`src/rtl/wb_arb_pkg.sv`:
```
// Shared types and Wishbone B3 encodings for the main-RAM arbiter.
package wb_arb_pkg;

    typedef enum logic {
        IDLE = 1'b0,
        BUSY = 1'b1
    } arb_state_t;

    // Wishbone B3 cycle type identifiers
    localparam logic [2:0] CTI_CLASSIC = 3'b000;
    localparam logic [2:0] CTI_CONST   = 3'b001;
    localparam logic [2:0] CTI_INCR    = 3'b010;
    localparam logic [2:0] CTI_EOB     = 3'b111;

    // Wishbone B3 burst type extensions
    localparam logic [1:0] BTE_LINEAR  = 2'b00;
    localparam logic [1:0] BTE_WRAP4   = 2'b01;
    localparam logic [1:0] BTE_WRAP8   = 2'b10;
    localparam logic [1:0] BTE_WRAP16  = 2'b11;

endpackage

```
`src/rtl/wb_arb_rr_pick.sv`:
```
// Combinational round-robin picker: first requester searching upward from last+1.
module wb_arb_rr_pick #(
    parameter int N  = 3,
    parameter int LW = $clog2(N)
) (
    input  logic [N-1:0]  i_req,
    input  logic [LW-1:0] i_last,
    output logic [N-1:0]  o_grant
);

    // Walk the ring once starting just after the previous owner
    always_comb begin
        logic w_found;
        int   w_idx;
        o_grant = '0;
        w_found = 1'b0;
        w_idx   = 0;
        for (int i = 1; i <= N; i++) begin
            w_idx = (int'(i_last) + i) % N;
            if (!w_found && i_req[w_idx]) begin
                o_grant[w_idx] = 1'b1;
                w_found        = 1'b1;
            end
        end
    end

endmodule

```
`src/rtl/wb_mem_arbiter.sv`:
```
// Round-robin Wishbone B3 arbiter in front of the single main-RAM slave.
// Ownership lasts a whole cyc so bursts stay intact; a watchdog ends stalled strobes with err.
module wb_mem_arbiter
    import wb_arb_pkg::*;
#(
    parameter int NUM_MASTERS = 3,
    parameter int AW          = 32,
    parameter int DW          = 32,
    parameter int TIMEOUT     = 255
) (
    input  logic                        wb_clk_i,
    input  logic                        wb_rst_i,
    input  logic [NUM_MASTERS*AW-1:0]   m_adr_i,
    input  logic [NUM_MASTERS*DW-1:0]   m_dat_i,
    input  logic [NUM_MASTERS*DW/8-1:0] m_sel_i,
    input  logic [NUM_MASTERS-1:0]      m_we_i,
    input  logic [NUM_MASTERS-1:0]      m_cyc_i,
    input  logic [NUM_MASTERS-1:0]      m_stb_i,
    input  logic [NUM_MASTERS*3-1:0]    m_cti_i,
    input  logic [NUM_MASTERS*2-1:0]    m_bte_i,
    output logic [DW-1:0]               m_dat_o,
    output logic [NUM_MASTERS-1:0]      m_ack_o,
    output logic [NUM_MASTERS-1:0]      m_err_o,
    output logic [NUM_MASTERS-1:0]      m_rty_o,
    output logic [AW-1:0]               s_adr_o,
    output logic [DW-1:0]               s_dat_o,
    output logic [DW/8-1:0]             s_sel_o,
    output logic                        s_we_o,
    output logic                        s_cyc_o,
    output logic                        s_stb_o,
    output logic [2:0]                  s_cti_o,
    output logic [1:0]                  s_bte_o,
    input  logic [DW-1:0]               s_dat_i,
    input  logic                        s_ack_i,
    input  logic                        s_err_i,
    input  logic                        s_rty_i,
    output logic [NUM_MASTERS-1:0]      grant_o
);

    localparam int N  = NUM_MASTERS;
    localparam int SW = DW / 8;
    localparam int LW = $clog2(N);
    localparam int TW = $clog2(TIMEOUT + 1);

    // Per-master views of the flattened request buses
    logic [N-1:0][AW-1:0] w_adr;
    logic [N-1:0][DW-1:0] w_dat;
    logic [N-1:0][SW-1:0] w_sel;
    logic [N-1:0][2:0]    w_cti;
    logic [N-1:0][1:0]    w_bte;

    assign w_adr = m_adr_i;
    assign w_dat = m_dat_i;
    assign w_sel = m_sel_i;
    assign w_cti = m_cti_i;
    assign w_bte = m_bte_i;

    arb_state_t    r_state, w_state_nxt;
    logic [N-1:0]  r_grant;
    logic [N-1:0]  w_pick;
    logic [LW-1:0] r_last;
    logic [LW-1:0] w_own_idx;
    logic [TW-1:0] r_wdog;
    logic          r_abort;   // watchdog fired; slave is cut off until the owner releases
    logic          w_own_cyc, w_own_stb, w_resp, w_timeout, w_live;

    wb_arb_rr_pick #(.N(N), .LW(LW)) u_pick (
        .i_req   (m_cyc_i),
        .i_last  (r_last),
        .o_grant (w_pick)
    );

    // Owner status; a slave response in the expiry cycle beats the watchdog
    always_comb begin
        w_own_cyc = |(m_cyc_i & r_grant);
        w_own_stb = |(m_stb_i & r_grant);
        w_own_idx = '0;
        for (int k = 0; k < N; k++) begin
            if (r_grant[k]) w_own_idx = LW'(k);
        end
        w_resp    = s_ack_i | s_err_i | s_rty_i;
        w_timeout = (r_state == BUSY) & w_own_cyc & w_own_stb & ~w_resp & ~r_abort &
                    (r_wdog == TW'(TIMEOUT - 1));
        w_live    = (r_state == BUSY) & w_own_cyc & ~r_abort & ~w_timeout;
    end

    // State register
    always_ff @(posedge wb_clk_i) begin
        if (wb_rst_i) r_state <= IDLE;
        else          r_state <= w_state_nxt;
    end

    // Next-state: claim on any request, release when the owner drops cyc
    always_comb begin
        w_state_nxt = r_state;
        case (r_state)
            IDLE:    if (|m_cyc_i)  w_state_nxt = BUSY;
            BUSY:    if (!w_own_cyc) w_state_nxt = IDLE;
            default: w_state_nxt = IDLE;
        endcase
    end

    // Grant and last-owner pointer; pointer starts at the top so port 0 wins first
    always_ff @(posedge wb_clk_i) begin
        if (wb_rst_i) begin
            r_grant <= '0;
            r_last  <= LW'(N - 1);
        end else if (r_state == IDLE && |m_cyc_i) begin
            r_grant <= w_pick;
        end else if (r_state == BUSY && !w_own_cyc) begin
            r_grant <= '0;
            r_last  <= w_own_idx;
        end
    end

    // Watchdog counts unanswered strobe cycles of the current owner
    always_ff @(posedge wb_clk_i) begin
        if (wb_rst_i || r_state == IDLE || !w_own_cyc) begin
            r_wdog  <= '0;
            r_abort <= 1'b0;
        end else if (w_timeout) begin
            r_wdog  <= '0;
            r_abort <= 1'b1;
        end else if (w_own_stb && !w_resp && !r_abort) begin
            r_wdog  <= r_wdog + TW'(1);
        end else begin
            r_wdog  <= '0;
        end
    end

    // Control outputs: slave cycle gating and single response routed to the owner
    always_comb begin
        s_cyc_o = w_live;
        s_stb_o = w_live & w_own_stb;
        m_ack_o = r_grant & {N{w_live & s_ack_i}};
        m_err_o = r_grant & {N{(w_live & ~s_ack_i & s_err_i) | w_timeout}};
        m_rty_o = r_grant & {N{w_live & ~s_ack_i & ~s_err_i & s_rty_i}};
        grant_o = r_grant;
    end

    // AND-OR request mux over the one-hot grant
    always_comb begin
        s_adr_o = '0;
        s_dat_o = '0;
        s_sel_o = '0;
        s_we_o  = 1'b0;
        s_cti_o = '0;
        s_bte_o = '0;
        for (int k = 0; k < N; k++) begin
            s_adr_o = s_adr_o | (w_adr[k] & {AW{r_grant[k]}});
            s_dat_o = s_dat_o | (w_dat[k] & {DW{r_grant[k]}});
            s_sel_o = s_sel_o | (w_sel[k] & {SW{r_grant[k]}});
            s_we_o  = s_we_o  | (m_we_i[k] & r_grant[k]);
            s_cti_o = s_cti_o | (w_cti[k] & {3{r_grant[k]}});
            s_bte_o = s_bte_o | (w_bte[k] & {2{r_grant[k]}});
        end
    end

    assign m_dat_o = s_dat_i;

endmodule

```
`config.mk`:
```
export PLATFORM = sky130hd
export DESIGN_NAME = wb_mem_arbiter
export DESIGN_NICKNAME = d
export VERILOG_FILES = /design/src/rtl/wb_arb_pkg.sv /design/src/rtl/wb_arb_rr_pick.sv /design/src/rtl/wb_mem_arbiter.sv
export SDC_FILE = /design/constraint.sdc
export NUM_CORES = 1
export LEC_CHECK = 0
export CAP_MARGIN = 25
export CORE_AREA = 3 3 150 152
export DETAILED_ROUTE_END_ITERATION = 7
export DIE_AREA = 0 0 153 155
export GPL_TIMING_DRIVEN = 0
export PLACE_DENSITY = 0.45
export SLEW_MARGIN = 20
export SYNTH_ARGS = -nofsm -noshare
export SYNTH_HDL_FRONTEND = slang
export SYNTH_SLANG_ARGS = --single-unit
```
`constraint.sdc`:
```
create_clock -name wb_clk_i -period 2.26 [get_ports wb_clk_i]
set_input_delay 0.339 -clock wb_clk_i [delete_from_list [all_inputs] [get_ports wb_clk_i]]
set_output_delay 0.339 -clock wb_clk_i [all_outputs]
set_load 0.01 [all_outputs]
```
Yosys cells after proc, flatten, opt, wreduce, memory -nomap -nowiden
Cells that the tools add are included.
{"block": "word_totals", "output_inout_bits": 120, "wordCells": 129, "regBits": 15}
{"block": "op_classes", "order_cmp": 6, "n_reduce_logical": 22, "bitwise_logic": 61, "n_eq_ne": 1, "n_div": 3, "n_addsub": 4, "mux": 27}
{"op": "32-bit AND", "count": 6}
{"op": "32-bit bitwise OR", "count": 4}
{"op": "32-bit by 1-bit greater-or-equal comparator with 1-bit output, second input constant", "count": 3}
{"op": "32-bit by 4-bit < comparator with 1-bit output, second input constant", "count": 3}
{"op": "32-bit by 3-bit remainder unit with 32-bit output, second input constant", "count": 3}
{"op": "3-bit AND", "count": 8}
{"op": "1-bit AND", "count": 16}
{"op": "3-bit two-way mux", "count": 5}
{"op": "1-bit two-way mux", "count": 14}
{"op": "4-bit AND", "count": 3}
{"op": "3-bit bitwise OR", "count": 4}
{"op": "3-bit OR reduction", "count": 4}
{"op": "1-bit logical AND", "count": 9}
{"op": "8-bit by 1-bit adder with 8-bit output, second input constant", "count": 1}
{"op": "8-bit == test, second input constant", "count": 1}
{"op": "1-bit NOT", "count": 8}
{"op": "4-bit bitwise OR", "count": 2}
{"op": "2-bit by 2-bit adder with 3-bit output, second input constant", "count": 2}
{"op": "2-bit AND", "count": 3}
{"op": "1-bit binary-select mux with 2-bit select", "count": 3}
{"op": "1-bit demux with 2-bit select", "count": 3}
{"op": "1-bit zero test", "count": 5}
{"op": "1-bit bitwise OR", "count": 5}
{"op": "2-bit bitwise OR", "count": 2}
{"op": "other kinds (6)", "count": 7}

Logic depth before layout (Yosys ltp)
Gate-level depths: netlist of run 1.
{"block": "depth", "word_depth": 13, "depth_mapped": 7}

By module
A second synthesis of run 1 with hierarchy kept.
{"block": "unflattened", "cells_unflattened": 340, "area_unflattened_um2": 2442.3}
{"mod": "wb_mem_arbiter", "instances": 1, "area_each_um2": 2163.3, "seq_area_each_um2": 300.3, "cells_per_inst": 300}
{"mod": "wb_arb_rr_pick", "instances": 1, "area_each_um2": 279.0, "seq_area_each_um2": 0.0, "cells_per_inst": 40}

Worst setup path before layout of run 1
OpenSTA, ideal clock, no wires.
{"block": "synth_timing", "kind": "register -> output", "from": "register r_grant[0] (netlist: grant_o[0])", "to": "output port m_rty_o[0]", "path_buffers": 1, "t_arrival_ps": 1881, "setup_slack_ps": 40, "path_stages_with_launch": 6, "cell_sequence": "dfxtp_1 buf_6 a222oi_1 nor4_1 nor3_1 and4_1"}
{"block": "synth_via", "elab_chain_len": 13, "elab_cells_between_ends": 16, "cone_classes": "bitwise: 14; reduce/logical: 2"}
{"item": "start: declaration", "line_no": "wb_mem_arbiter.sv:59", "source": "logic [N-1:0] r_grant;"}
{"item": "start signal: assignment", "line_no": "wb_mem_arbiter.sv:109", "source": "r_grant <= w_pick;"}
{"item": "3-bit AND", "line_no": "wb_mem_arbiter.sv:75", "source": "w_own_cyc = |(m_cyc_i & r_grant);"}
{"item": "3-bit OR reduction", "line_no": "wb_mem_arbiter.sv:75"}
{"item": "1-bit AND", "line_no": "wb_mem_arbiter.sv:82, wb_mem_arbiter.sv:84"}
{"item": "1-bit AND (4 in series)", "line_no": "wb_mem_arbiter.sv:82", "source": "w_timeout = (r_state == BUSY) & w_own_cyc & w_own_stb & ~w_resp & ~r_abort &"}
{"item": "1-bit NOT", "line_no": "wb_mem_arbiter.sv:84", "source": "w_live = (r_state == BUSY) & w_own_cyc & ~r_abort & ~w_timeout;"}
{"item": "1-bit AND *", "line_no": "wb_mem_arbiter.sv:84"}
{"item": "named net s_cyc_o", "line_no": "wb_mem_arbiter.sv:29", "source": "output logic s_cyc_o,"}
{"item": "1-bit AND * (3 in series)", "line_no": "wb_mem_arbiter.sv:137", "source": "m_rty_o = r_grant & {N{w_live & ~s_ack_i & ~s_err_i & s_rty_i}};"}
{"item": "3-bit AND *", "line_no": "wb_mem_arbiter.sv:137"}
{"item": "end: declaration", "line_no": "wb_mem_arbiter.sv:24", "source": "output logic [NUM_MASTERS-1:0] m_rty_o,"}
Mark *: on every way through the listed nets, which the timed path passes. The rest lies on a longest branch.

Final worst setup path of run 1
{"block": "layout_timing", "from": "register r_grant[0] (netlist: grant_o[0])", "to": "output port m_err_o[1]"}
{"block": "layout_via", "elab_chain_len": 13, "elab_cells_between_ends": 16, "cone_classes": "bitwise: 14; reduce/logical: 2"}
{"item": "3-bit AND", "line_no": "wb_mem_arbiter.sv:75"}
{"item": "3-bit OR reduction", "line_no": "wb_mem_arbiter.sv:75"}
{"item": "1-bit AND", "line_no": "wb_mem_arbiter.sv:82, wb_mem_arbiter.sv:84"}
{"item": "1-bit AND (4 in series)", "line_no": "wb_mem_arbiter.sv:82"}
{"item": "1-bit NOT", "line_no": "wb_mem_arbiter.sv:84"}
{"item": "1-bit AND", "line_no": "wb_mem_arbiter.sv:84"}
{"item": "1-bit AND (2 in series)", "line_no": "wb_mem_arbiter.sv:136", "source": "m_err_o = r_grant & {N{(w_live & ~s_ack_i & s_err_i) | w_timeout}};"}
{"item": "1-bit bitwise OR *", "line_no": "wb_mem_arbiter.sv:136"}
{"item": "3-bit AND *", "line_no": "wb_mem_arbiter.sv:136"}
{"item": "end: declaration", "line_no": "wb_mem_arbiter.sv:23", "source": "output logic [NUM_MASTERS-1:0] m_err_o,"}
Mark *: on every way between the ends. The rest lies on a longest branch, timed or not.

==> results.toml, run 1 <==
[status]
failed_checks = "DRC, setup timing"
status = "complete, but fails checks"

[placement]
dpl-instance-area_um2 = 6270
final_weighted_congestion_of_routability_driven_global_placement = 0.920
place_worst_setup_slack_ns = -1.03
place.detailed.hpwl_mm = 16.7
placed_cells = 957
placement.io_buffers = 351

[critical_path]
cp-end-kind = "output pin"
cp_common_cell = "sky130_fd_sc_hd__buf_4"
worstSetupPathType = "register to output pin"
critPathRequiredTime_ns = 1.92
critical-path-top-delay-family = "simple AND/OR/NAND/NOR gates"
worst-endpoint-arrival_ns = 2.12
critical_path.n_buffers_inverters = 4
launching_element_type_of_the_critical_path = "register"
timing.critical_path.fanout_max = 4
cpPeakStageDelay_ns = 0.52
crit_path_cell_trace = "a222oi_1 > buf_4 > buf_6 > or4_4 > a211oi_2 > buf_4 > and2_1 > buf_2"
cpMaxStageDelayCell = "sky130_fd_sc_hd__or4_4"

[clock_tree]
tritoncts = "yes"
h-tree-depth = 1
post_cts_hold_buffer_count = 0
numCtsBuffers = 3
number_of_buffers_on_the_longest_clock_path = 2
cts.reportedPaths.clkPinSlew_ns = 0.05
clkLatencyLatePin_ns = 0.24
clockRootBuffer = "sky130_fd_sc_hd__clkbuf_16"
clock_sink_count = 15

[global_route]
antenna_violations_before_repair = 4
groute.usage.overall = 0.150
via_count_of_the_first_global_routing_pass = 4234
largest_net_degree_at_the_start_of_global_routing = 11
global_route_wire_length_before_repair_mm = 27.7
grt_remaining_overflow = 0

[yosys]
synthesis.area_um2 = 2410
async_reset_ff_frac = 0
yosys_warnings = 0
mappedNetlistNets = 602
seq_area_frac_synth = 0.125
synth_ff_type = "sky130_fd_sc_hd__dfxtp_1"
synth_area_leader_cell = "sky130_fd_sc_hd__a222oi_1"
post_synth_inst_count = 331
syn_avg_cell_area_um2 = 7.28
synth.top_cells.by_count = "79 x sky130_fd_sc_hd__inv_1, 76 x sky130_fd_sc_hd__a222oi_1, 34 x sky130_fd_sc_hd__buf_4"
number_of_synthesized_register_bits = 15
synth_top_cell_area_share = 0.316
synth_enable_flop_cells = 0
yosys.cell_count.top_type = "sky130_fd_sc_hd__inv_1"
post_synth_main_area_contributors = "sky130_fd_sc_hd__a222oi_1 32%, sky130_fd_sc_hd__dfxtp_1 12%, sky130_fd_sc_hd__inv_1 12%"
post_synth_num_cell_types = 43

[detailed_routing]
routed_wirelength_mm = 20.2
drt.antenna.violating_nets = 0
detailedRoute.firstPassIterationCount = 8
dr.first_iter.drc_count = 546
route.detailed.vias_per_inst = 4.40
routed_wire_length_per_instance_um = 20.7
route.detailed.drc = 1
route.vias.total = 4287

[timing]
min_period_over_period = 1.09
layout_min_cycle_time_ns = 2.46
max-slew-margin-rel = 0.632
max_clock_freq_ghz = 0.407
setup-violations-final = 10
timing.clock.skew_ns = 0.000774
worst_hold_slack_ns = 0.470
worst_pin_slew_ns = 0.551
grt_setup_unrepaired = "yes"
number_of_max_slew_violations_in_the_final_report = 0
hold_violations = 0
final_critical_path_setup_slack_ns = -0.198

[final_layout]
layout-drive-gt1-share = 0.169
seqCellArea_um2 = 310
final_cells = 975
final_cell_area_um2 = 6540
syn_to_final_growth_pct = 172
fillers = 2272
multiInputGateArea_um2 = 1500
total_nets_final = 971

[die]
die_x_um = 153
design.die.area_um2 = 23700
floorplan.initialDensity = 0.114
die_y_um = 155
core_region_area_um2 = 21200
num_rows = 53
io_pins = 385

[pwr]
report.power.total_mw = 2.48
leakagePower_nw = 3.14
power_density_nw_per_um2 = 379
worst_ir_drop_vdd_mv = 0.320

[worst_hold_path]
timing.hold.worst.class = "register to register"

[flow_run]
max_cap_viol_count = 0
[cells in the final DEF, fill, tap and decap left out, types with 4 or more instances in the layout]
cell type / instances
sky130_fd_sc_hd__inv_1: 79
sky130_fd_sc_hd__clkbuf_4: 14
sky130_fd_sc_hd__buf_4: 45
sky130_fd_sc_hd__dlygate4sd2_1: 68
sky130_fd_sc_hd__nor2_2: 8
sky130_fd_sc_hd__clkbuf_2: 7
sky130_fd_sc_hd__buf_2: 9
sky130_fd_sc_hd__clkdlybuf4s50_1: 266
sky130_fd_sc_hd__a21oi_1: 6
sky130_fd_sc_hd__buf_6: 7
sky130_fd_sc_hd__o21ai_0: 4
sky130_fd_sc_hd__clkbuf_8: 4
sky130_fd_sc_hd__a222oi_1: 76
sky130_fd_sc_hd__dfxtp_1: 11
sky130_fd_sc_hd__and3_1: 5
sky130_fd_sc_hd__nand3_1: 5
sky130_fd_sc_hd__nor2_1: 6
sky130_fd_sc_hd__ha_1: 5
sky130_fd_sc_hd__nand2_1: 4
[final timing paths]
check                       endpoint  slack [ns]  cells after the start                     from
max                       m_err_o[1]       -0.20                      8  grant_o[0]$_SDFFE_PP0P_
max reg2reg  grant_o[2]$_SDFFE_PP0P_        0.07                      6   r_last[0]$_SDFFE_PP0P_
min reg2reg     r_wdog[0]$_SDFF_PP0_        0.47                      1     r_wdog[0]$_SDFF_PP0_
min             r_wdog[0]$_SDFF_PP0_        0.47                      1     r_wdog[0]$_SDFF_PP0_
[registers in the layout, summed over array words and instances (netlist names)]
register	cells
grant_o	3
r_abort	1
r_last	2
r_state	1
r_wdog	8
[timing repair]
action / in CTS / in global routing
resized for setup: 184 / 24
cloned: 0 / 0
buffers inserted: 12 / 7
pin swaps: 36 / 8
setup endpoints to repair: 95 / 47
[power by group]
part / total (mW) / internal (mW) / switching [mW]
logic: 1.84 / 1.02 / 0.820
registers: 0.295 / 0.279 / 0.0165
clock network: 0.345 / 0.236 / 0.109
[kinds of logic (layout without fill, tap and decap cells)]
family / count (synthesis) / in the layout / synth area share
buffers and inverters: 145 / 513 / 0.285
AOI/OAI and AO/OA: 98 / 98 / 0.376
and+or+nand+nor: 60 / 60 / 0.157
DFF: 15 / 15 / 0.125
adders and majority gates: 6 / 6 / 0.0312
xor gates and xnor gates: 6 / 6 / 0.0218
muxes: 1 / 1 / 0.00416
other: 0 / 1 / 0
[stage by stage]
step	utilization	TNS [ns]
finish	0.309	-0.687
global route	0.309	-1.80
CTS	0.306	-3.01
detailed placement	0.296	-41.05
global placement	0.296	-39.10
floorplan	-	0
[routing by layer]
layer	vias up	wire length [um]	track usage
met2	251	10400	0.275
li1	1989	-	-
met1	2017	7780	0.180
met5	-	30	0
met4	4	436	0.0272
met3	26	1610	0.0362
[cell type report]
| type | count | area share |
|---|---|---|
| Multi-Input combinational cell | 171 | 0.229 |
| Clock inverter | 1 | 0.000765 |
| Clock buffer | 3 | 0.0115 |
| Tap cell | 275 | 0.0526 |
| Antenna cell | 1 | 0.000383 |
| Timing Repair Buffer | 368 | 0.542 |
| Sequential cell | 15 | 0.0474 |
| Buffer | 62 | 0.0716 |
| Inverter | 79 | 0.0453 |
[worst register-to-register path, cell delays in order (launching register included)]
cell	delay [ns]
sky130_fd_sc_hd__dfxtp_2	0.35
sky130_fd_sc_hd__inv_1	0.09
sky130_fd_sc_hd__ha_4	0.31
sky130_fd_sc_hd__or4b_2	0.62
sky130_fd_sc_hd__nor3b_2	0.22
sky130_fd_sc_hd__o21ai_0	0.14
sky130_fd_sc_hd__a311oi_1	0.34
Power figures use the tool's default switching activity.
==> inputs of run 2 (changes only) <==
Settings changed: CORE_AREA 3 3 150 152 to 3 3 147 149, DIE_AREA 0 0 153 155 to 0 0 150 152, PLACE_DENSITY 0.45 to 0.46, SYNTH_HIERARCHICAL set to 1.
==> results.toml, run 2 <==
[critical_path]
cpMaxStageDelayCell = "sky130_fd_sc_hd__clkdlybuf4s50_1"
cp-end-kind = "output pin"
critPathRequiredTime_ns = 1.92
setup.reg_to_reg.worst_slack_ns = 0.35
setup.worst_path.start = "grant_o[1]$_SDFFE_PP0P_"
critical-path-top-delay-family = "buffers and inverters"
timing.critical_path.depth = 5
regToRegStartpoint = "r_wdog[0]$_SDFF_PP0_"
cpPeakStageDelay_ns = 0.51
launching_element_type_of_the_critical_path = "register"
critical_path.reg2reg.endpoint = "r_wdog[5]$_SDFF_PP0_"
timing.critical_path.fanout_max = 10
worstSetupPathType = "register to output pin"
worst-endpoint-arrival_ns = 1.89
worst_r2r_path_depth = 8
cp-endpoint = "s_dat_o[31]"
critical_path.n_buffers_inverters = 4
crit_path_cell_trace = "buf_6 > clkbuf_4 > a222oi_1 > inv_1 > clkdlybuf4s50_1"

[die]
design.die.area_um2 = 22800
floorplan.initialDensity = 0.120
die_x_um = 150
io_pins = 385
num_rows = 52
die_y_um = 152
core_region_area_um2 = 20300

[yosys]
syn_avg_cell_area_um2 = 7.18
synthesis.area_um2 = 2440
synth_ff_type = "sky130_fd_sc_hd__dfxtp_1"
yosys.cell_count.top_type = "sky130_fd_sc_hd__inv_1"
post_synth_inst_count = 340
synth_top_cell_area_share = 0.311
post_synth_num_cell_types = 40
synth_compound_gate_area_share = 0.372
synth.mux.area_fraction = 0.00820
mappedNetlistNets = 611
synth_area_leader_cell = "sky130_fd_sc_hd__a222oi_1"
yosys_warnings = 6
synth.top_cells.by_count = "80 x sky130_fd_sc_hd__inv_1, 76 x sky130_fd_sc_hd__a222oi_1, 35 x sky130_fd_sc_hd__buf_4"
synth_enable_flop_cells = 0
seq_area_frac_synth = 0.123
async_reset_ff_frac = 0
synth-xor-area-share = 0.0215
synth_simple_gate_area_share = 0.158
synth-adder-area-share = 0.0307
number_of_synthesized_register_bits = 15
synth_top_family_by_area = "compound AO/OA/AOI/OAI gates"
post_synth_main_area_contributors = "sky130_fd_sc_hd__a222oi_1 31%, sky130_fd_sc_hd__dfxtp_1 12%, sky130_fd_sc_hd__inv_1 12%"

[detailed_routing]
routed_wirelength_mm = 19.5
dr.first_iter.drc_count = 445
route.detailed.drc = 0
route.vias.total = 4286
route.detailed.vias_per_inst = 4.38
detailedRoute.firstPassIterationCount = 8
drt.antenna.violating_nets = 0
routed_wire_length_per_instance_um = 19.9

[final_layout]
layout-drive-gt1-share = 0.160
registers.top_by_ff_count = "r_wdog"
number_of_flip_flops_in_the_largest_register = 8
total_nets_final = 980
most-common-layout-cells = "271 x sky130_fd_sc_hd__clkdlybuf4s50_1, 80 x sky130_fd_sc_hd__inv_1, 76 x sky130_fd_sc_hd__a222oi_1, 56 x sky130_fd_sc_hd__dlygate4sd2_1, 50 x sky130_fd_sc_hd__buf_4"
syn_to_final_growth_pct = 167
final_cells = 979
seqCellArea_um2 = 304
fillers = 2193
layout.cells.most_common = "sky130_fd_sc_hd__clkdlybuf4s50_1"
final_cell_area_um2 = 6520
multiInputGateArea_um2 = 1490

[pwr]
leakagePower_nw = 3.22
clock_power_share = 0.155
cell_internal_pwr_mw = 1.42
power_frac_seq = 0.129
switching_share = 0.357
power.share.combinational = 0.716
power.switching_mw = 0.787
power_density_nw_per_um2 = 338
worst_ir_drop_vdd_mv = 0.289

[placement]
place.detailed.hpwl_mm = 16.5
dpl-instance-area_um2 = 6290
final_weighted_congestion_of_routability_driven_global_placement = 0.820
placed_cells = 961
place_worst_setup_slack_ns = -0.729
placement.io_buffers = 351

[global_route]
groute.usage.overall = 0.152
grt_remaining_overflow = 0
via_count_of_the_first_global_routing_pass = 4352
global_route_wire_length_before_repair_mm = 27.2
largest_net_degree_at_the_start_of_global_routing = 13
antenna_violations_before_repair = 2

[timing]
timing.clock.skew_ns = 0.00252
min_period_over_period = 0.985
layout_min_cycle_time_ns = 2.23
final_sum_of_negative_setup_slack_ns = 0
hold_violations = 0
max_clock_freq_ghz = 0.449
worst_hold_slack_ns = 0.461
worst_pin_slew_ns = 0.557
final_critical_path_setup_slack_ns = 0.0334
setup-violations-final = 0
number_of_max_slew_violations_in_the_final_report = 0
max-slew-margin-rel = 0.629

[clock_tree]
numCtsBuffers = 3
clock_sink_count = 15
post_cts_hold_buffer_count = 0
h-tree-depth = 1
cts.reportedPaths.clkPinSlew_ns = 0.05
tritoncts = "yes"
number_of_buffers_on_the_longest_clock_path = 2
clkLatencyLatePin_ns = 0.24
clockRootBuffer = "sky130_fd_sc_hd__clkbuf_16"

[worst_hold_path]
timing.hold.worst.class = "input port to register"

[status]
status = "finished clean"

[flow_run]
max_cap_viol_count = 0
run 2: changes by cell type in the layout (fill, tap and decap cells not counted), sizes merged, moves of 5 or more:
cell / change
nor2: -5
dlygate4sd2: -12
nand2: +9
buf: +5
clkdlybuf4s50: +5
clkdlybuf4s15: +5
nor3: +8
clkbuf: -5
run 2: layout make-up:
| type | count | area share |
|---|---|---|
| repair buffers | 367 | 0.540 |
| multi-input cells | 179 | 0.228 |
| plain buffers | 63 | 0.0749 |
| well taps | 270 | 0.0518 |
| flip-flops and latches | 15 | 0.0466 |
| inverters | 80 | 0.0461 |
| clock buffers | 3 | 0.0115 |
| clock inverters | 1 | 0.000768 |
| diodes | 1 | 0.000384 |
run 2: worst reg2reg max path, stage by stage (launching register included):
cell	delay, ns
sky130_fd_sc_hd__dfxtp_1	0.38
sky130_fd_sc_hd__inv_1	0.07
sky130_fd_sc_hd__ha_1	0.19
sky130_fd_sc_hd__nand3_1	0.12
sky130_fd_sc_hd__nor4_4	0.07
sky130_fd_sc_hd__buf_4	0.15
sky130_fd_sc_hd__or4_1	0.39
sky130_fd_sc_hd__clkbuf_1	0.27
sky130_fd_sc_hd__nor3_2	0.21
run 2: what timing repair did:
item	4_1_cts	5_1_grt
gates resized for setup	153	26
endpoints found under the setup margin	85	26
buffers inserted	11	5
pin swaps	33	18
run 2: power by group through the flow:
stage | Combinational (mW) | Sequential [mW] | Clock [mW]
floorplan | 0.576 | 0.288 | 0
global placement | 1.61 | 0.289 | 0
detailed placement | 1.63 | 0.289 | 0
CTS | 1.59 | 0.286 | 0.353
global route | 1.69 | 0.287 | 0.368
finish | 1.58 | 0.285 | 0.342
run 2: worst min path at each step:
stage | endpoint | startpoint | slack [ns] | cells after the start
6_report | r_last[0]$_SDFFE_PP0P_ | wb_rst_i | 0.46 | 2
3_5_place_dp | r_wdog[0]$_SDFF_PP0_ | r_wdog[0]$_SDFF_PP0_ | 0.49 | 1
4_1_cts | r_last[0]$_SDFFE_PP0P_ | wb_rst_i | 0.46 | 2
5_1_grt | r_state$_SDFF_PP0_ | wb_rst_i | 0.49 | 2
2_1_floorplan | r_wdog[0]$_SDFF_PP0_ | r_wdog[0]$_SDFF_PP0_ | 0.46 | 1
3_3_place_gp | r_wdog[0]$_SDFF_PP0_ | r_wdog[0]$_SDFF_PP0_ | 0.48 | 1
run 2: routing by layer:
metal  vias to the layer above  GRT usage  routed length, um
met5                         -          0                 13
met4                         2     0.0135                167
met3                        10     0.0301               1740
met2                       217      0.284               9930
met1                      2055      0.186               7670
li1                       2002          -                  -
run 2: kinds of logic (layout without fill, tap and decap cells):
logic type | Yosys count | after routing
multiplexers | 2 | 2
other | 0 | 1
adder cells (fa/ha/maj) | 6 | 6
AND/OR/NAND/NOR | 66 | 66
buffers and inverters | 146 | 514
flip-flops | 15 | 15
AO/OA/AOI/OAI | 99 | 99
XOR/XNOR | 6 | 6
run 2: stage by stage:
stage	utilization	power [mW]
6_report	0.321	2.21
3_5_place_dp	0.310	1.91
5_1_grt	0.321	2.34
4_1_cts	0.320	2.23
2_1_floorplan	-	0.863
3_3_place_gp	0.310	1.90
